## config.mk

```make
export PLATFORM = sky130hd
export DESIGN_NAME = lock_cmd_arbiter
export DESIGN_NICKNAME = d
export VERILOG_FILES = /design/src/rtl/lock_cmd_arbiter_pkg.sv /design/src/rtl/lock_cmd_arbiter_rr_select.sv /design/src/rtl/lock_cmd_arbiter.sv
export SDC_FILE = /design/constraint.sdc
export NUM_CORES = 1
export LEC_CHECK = 0
export BUFFER_PORTS_ARGS = -buffer_cell sky130_fd_sc_hd__buf_2
export CORE_AREA = 2 2 436 438
export DETAILED_ROUTE_END_ITERATION = 10
export DIE_AREA = 0 0 438 440
export HOLD_SLACK_MARGIN = 0.15
export SLEW_MARGIN = 0
export SYNTH_ARGS = -nofsm -noshare
export SYNTH_HDL_FRONTEND = slang
export SYNTH_SLANG_ARGS = --single-unit
```

## constraint.sdc

```tcl
create_clock -name clk -period 6 [get_ports clk]
set_clock_uncertainty 0.05 [all_clocks]
set_input_delay 0.9 -clock clk [delete_from_list [all_inputs] [get_ports clk]]
set_output_delay 0.9 -clock clk [all_outputs]
set_load 0.01 [all_outputs]
```

## src/rtl/lock_cmd_arbiter_pkg.sv

```systemverilog
// Shared constants for the lock-unit command arbiter.
// Command word width and round-robin pointer helper.
package lock_cmd_arbiter_pkg;

  localparam int CMD_W = 64;

  function automatic int rr_next(
    input int g,
    input int n
  );
    return (g == n - 1) ? 0 : g + 1;
  endfunction

endpackage

```

## src/rtl/lock_cmd_arbiter_rr_select.sv

```systemverilog
// Round-robin select: first set request at or after ptr, wrapping.
// Doubled request vector with bits below ptr masked, then priority encoded.
module rr_select #(
  parameter int N = 16,
  parameter int W = $clog2(N)
) (
  input  logic [N-1:0] i_req,
  input  logic [W-1:0] i_ptr,
  output logic         o_any,
  output logic [W-1:0] o_grant
);

  logic [2*N-1:0] w_dbl;
  logic [2*N-1:0] w_mask;
  logic           w_found;

  always_comb begin
    w_dbl   = {i_req, i_req};
    w_mask  = '0;
    w_found = 1'b0;
    o_grant = '0;
    for (int j = 0; j < 2 * N; j++) begin
      w_mask[j] = w_dbl[j] && (j >= int'(i_ptr));
      if (w_mask[j] && !w_found) begin
        w_found = 1'b1;
        o_grant = W'(j % N);
      end
    end
  end

  assign o_any = |i_req;

endmodule

```

## src/rtl/lock_cmd_arbiter.sv

```systemverilog
// Merges per-accelerator lock commands into one tagged stream.
// Round-robin grant into a single output register; TID = source index.
module lock_cmd_arbiter
  import lock_cmd_arbiter_pkg::*;
#(
  parameter int ACC_BITS = 4,
  parameter int NUM_ACCS = 16
) (
  input  logic                      clk,
  input  logic                      rstn,
  input  logic [CMD_W*NUM_ACCS-1:0] in_TDATA,
  input  logic [NUM_ACCS-1:0]       in_TVALID,
  output logic [NUM_ACCS-1:0]       in_TREADY,
  output logic [CMD_W-1:0]          out_TDATA,
  output logic                      out_TVALID,
  output logic [ACC_BITS-1:0]       out_TID,
  input  logic                      out_TREADY
);

  logic                r_out_valid;
  logic [CMD_W-1:0]    r_out_data;
  logic [ACC_BITS-1:0] r_out_tid;
  logic [ACC_BITS-1:0] r_rr_ptr;

  logic                w_any;
  logic [ACC_BITS-1:0] w_grant;
  logic                w_can_load;
  logic                w_load;
  logic [CMD_W-1:0]    w_word;
  logic [ACC_BITS-1:0] w_ptr_nxt;

  rr_select #(
    .N(NUM_ACCS),
    .W(ACC_BITS)
  ) u_sel (
    .i_req  (in_TVALID),
    .i_ptr  (r_rr_ptr),
    .o_any  (w_any),
    .o_grant(w_grant)
  );

  assign w_can_load = !r_out_valid || out_TREADY;
  assign w_load     = w_can_load && w_any;
  assign w_word     = in_TDATA[CMD_W*int'(w_grant) +: CMD_W];
  assign w_ptr_nxt  = ACC_BITS'(rr_next(int'(w_grant), NUM_ACCS));

  // Ready is gated by rstn so nothing is acked while in reset.
  always_comb begin
    in_TREADY = '0;
    if (rstn && w_load) begin
      in_TREADY[w_grant] = 1'b1;
    end
  end

  always_ff @(posedge clk) begin
    if (!rstn) begin
      r_out_valid <= 1'b0;
      r_out_data  <= '0;
      r_out_tid   <= '0;
      r_rr_ptr    <= '0;
    end else if (w_load) begin
      r_out_valid <= 1'b1;
      r_out_data  <= w_word;
      r_out_tid   <= w_grant;
      r_rr_ptr    <= w_ptr_nxt;
    end else if (out_TREADY && r_out_valid) begin
      r_out_valid <= 1'b0;
    end
  end

  assign out_TVALID = r_out_valid;
  assign out_TDATA  = r_out_data;
  assign out_TID    = r_out_tid;

endmodule

```

==> run summary <==
Pleak: 0.00921 uW
top_reg_cell synth: dfxtp_1
Mapped Nets: 2673
routed vias/inst: 3.95
GPL Wtd Cong: 0.904
worst path bufs/invs: 2
Clock Pin Slew Worst Setup and Hold Paths: 0.08 ns
initial antenna violation count: 195
xor/xnor cell area share of the yosys netlist: 0.000681
signal arrival time at the worst endpoint: 4.43 ns
Max Cap Viol: 0
Seq/Total Area, Yosys: 0.114
Clk Latency, worst-skew pair: 0.44 ns
Sink Count: 73
Synth async-reset ratio: 0
status: completed
Avg Inst Size Synth: 7.91 um2
Row Count: 160
crit path to: in_TREADY[14]
Worst path depth: 11
Slew @ Worst Pin: 1.12 ns
Post-DRT Antenna Nets: 0
hold slack: 0.413 ns
cts repair resizes: 0
EDFF count, synth: 0
Setup Fix Bufs, Post-CTS: 0
Worst Setup Path Type: flop to output port
critical path launch point: r_rr_ptr[2]
total CTS buffers: 9
Setup crit start kind: flop
drt pass-1 iters: 8
critical path capture point type: output port
post-synthesis mux area share: 0.335
DIE WIDTH: 438 um
min cycle time layout: 5.38 ns
Overflow after GRT: 0
Mapped Area: 12900 um2
die area: 193000 um2
final-stage net count: 3728
Synth warnings: 0
RSZ-0062 raised after global routing: no
FMAX: 0.186 GHz
DRC viols: 0
Most common cell on crit path: nor3_1
Final HPWL DP: 156000 um
largest family of logic cells by synthesized area: compound AO/OA/AOI/OAI gates
most common cell after layout, fill and taps aside: buf_2
Rel. slew slack: 0.251
Reg2Reg Depth: 11
1st-iter DRT viols: 2504
worst path cell trace: and4b_1 > or3_1 > a21bo_1 > nor3_1 > a221oi_1 > nor2_2 > inv_2 > ha_1 > nand2_1 > nor3_1 > buf_2
crit-path leading delay family: simple AND/OR/NAND/NOR gates
Final Cycle Share: 0.897
number of global-route vias before repair: 18991
commonest cells after routing, fill and taps aside: buf_2 (1127), mux2_2 (246), a31oi_1 (121)
pwr/cell area: 299 nW/um2
Vias: 20853
share of cells above drive strength 1: 0.574
clk root buf: clkbuf_16
min-delay worst type: flop to flop
H-tree levels: 3
Finished Core Util: 0.120
first-pass GRT wire length: 217000 um
Adder-Cell Fraction of Synth Area: 0.00389
post-synthesis compound-gate area fraction: 0.394
final hold violation count: 0
hold_buf cts: 0
setup TNS: 0 ns
total power: 6740 uW
CP Data Required Time: 5.05 ns
hold depth: 2
Yosys cell types: 69
Simple-Gate Fraction of Synth Area: 0.0706
drt wl/cell: 34.0 um
Post-Synthesis Cells: 1626
r2r setup slk: 0.83 ns
Bufs on Longest Clock Path: 2
post-synthesis register bit count: 73
fin. max-slew vios: 0
Fillers: 21964
Vert. Die Dim: 440 um
# IOs: 1128
GRT Total Usage: 0.177
largest net degree at the start of global routing: 124
worst reg2reg endpoint: out_TDATA[52]
Max VDD drop: 0.173 mV
area grow syn2layout: 75.2%
slowest stage delay, CP: 0.78 ns
Max stage delay cell, worst path: a221oi_1
CTS tree: yes
Crit Reg-Reg Startpoint: r_rr_ptr[2]
Starting Density: 0.0682
port bufs: 1127
core area: 189000 um2
routed wire length: 180000 um
Final setup viols: 0
Crit Path Max Fanout: 13
==> routing by layer <==
metal | track usage | wire [um] | vias to the layer above
met1 | 0.203 | 67500 | 10010
li1 | - | - | 8842
met3 | 0.0775 | 21300 | 365
met2 | 0.284 | 83300 | 1530
met5 | 0.0191 | 652 | -
met4 | 0.0744 | 6900 | 106
==> synth_stat cells, drive strengths merged, types with 2 or more instances <==
library cell  count  area (um2)
buf              47         278
a31oi           121         757
o31ai            91         683
a21oi            84         420
nor3             43         215
ha                4        50.1
mux2            333        3750
clkbuf          148         556
a211oi           31         233
o211ai            3        22.5
and3              3        18.8
a31o              2        17.5
a22oi            36         270
a41oi             2        17.5
nand2b            3        18.8
a222oi           36         360
a21o              3        22.5
nor2             38         164
o22a             27         236
nand2            29         109
a21boi            5        41.3
and2              3        20.0
a2111oi           3        45.1
nand3            45         225
dfxtp            73        1460
nor4              4        40.0
nand4             2        12.5
inv              61         229
or3               3        18.8
o21ai           113         569
a221oi           65         569
o41ai            54         473
o22ai            29         181
a21bo             2        20.0
mux2i            56         561
nor2b             4        25.0
o21a              2        15.0
==> sequential cells by signal, summed over array words and instances (netlist names) <==
| signal | flops |
|---|---|
| out_TDATA | 64 |
| out_TID | 4 |
| out_TVALID | 1 |
| r_rr_ptr | 4 |
==> through the flow <==
step	instance area (um2)	cells	setup slack [ns]
final	22500	5280	0.617
after global routing	22500	5253	0.399
after CTS	22300	5197	0.544
after detailed placement	22000	5181	0.529
after global placement	22000	5179	-0.213
after floorplan	12900	1626	1.58
==> logic make-up after synthesis <==
logic type,count (synthesis)
xor+xnor,1
mux,389
simple gates,182
fa+ha+maj,4
buf+inv,256
compound gates,721
flops,73
==> how the worst min path moves through the flow <==
| stage | from | to | slack [ns] |
|---|---|---|---|
| 4_1_cts | out_TID[0] | out_TID[0] | 0.41 |
| 3_3_place_gp | out_TID[0] | out_TID[0] | 0.40 |
| 2_1_floorplan | out_TID[0] | out_TID[0] | 0.43 |
| 6_report | out_TID[0] | out_TID[0] | 0.41 |
| 3_5_place_dp | out_TID[0] | out_TID[0] | 0.40 |
| 5_1_grt | out_TID[0] | out_TID[0] | 0.44 |
==> worst register-to-register path, delay by kind of cell (launching register included) <==
family | cells | cell delay [ns]
compound gates | 5 | 2.02
buf+inv | 2 | 0.96
flops | 1 | 0.76
mux | 1 | 0.65
simple gates | 3 | 0.59
==> area by class of cell <==
cell class                      count  area, um2  share of cell area
Clock inverter                      6        113             0.00500
Inverter                           61        236              0.0105
Antenna cell                       83        208             0.00921
Multi-Input combinational cell   1297      10500               0.466
Clock buffer                       10        239              0.0106
Sequential cell                    73       1460              0.0648
Timing Repair Buffer             1239       6640               0.294
Tap cell                         2511       3140               0.139
==> power breakdown <==
group / internal (uW) / switching [uW] / total, uW
Combinational: 1930 / 3260 / 5190
Sequential: 618 / 121 / 739
Clock: 422 / 384 / 806
Note: power is estimated with default switching activity, not from simulation.
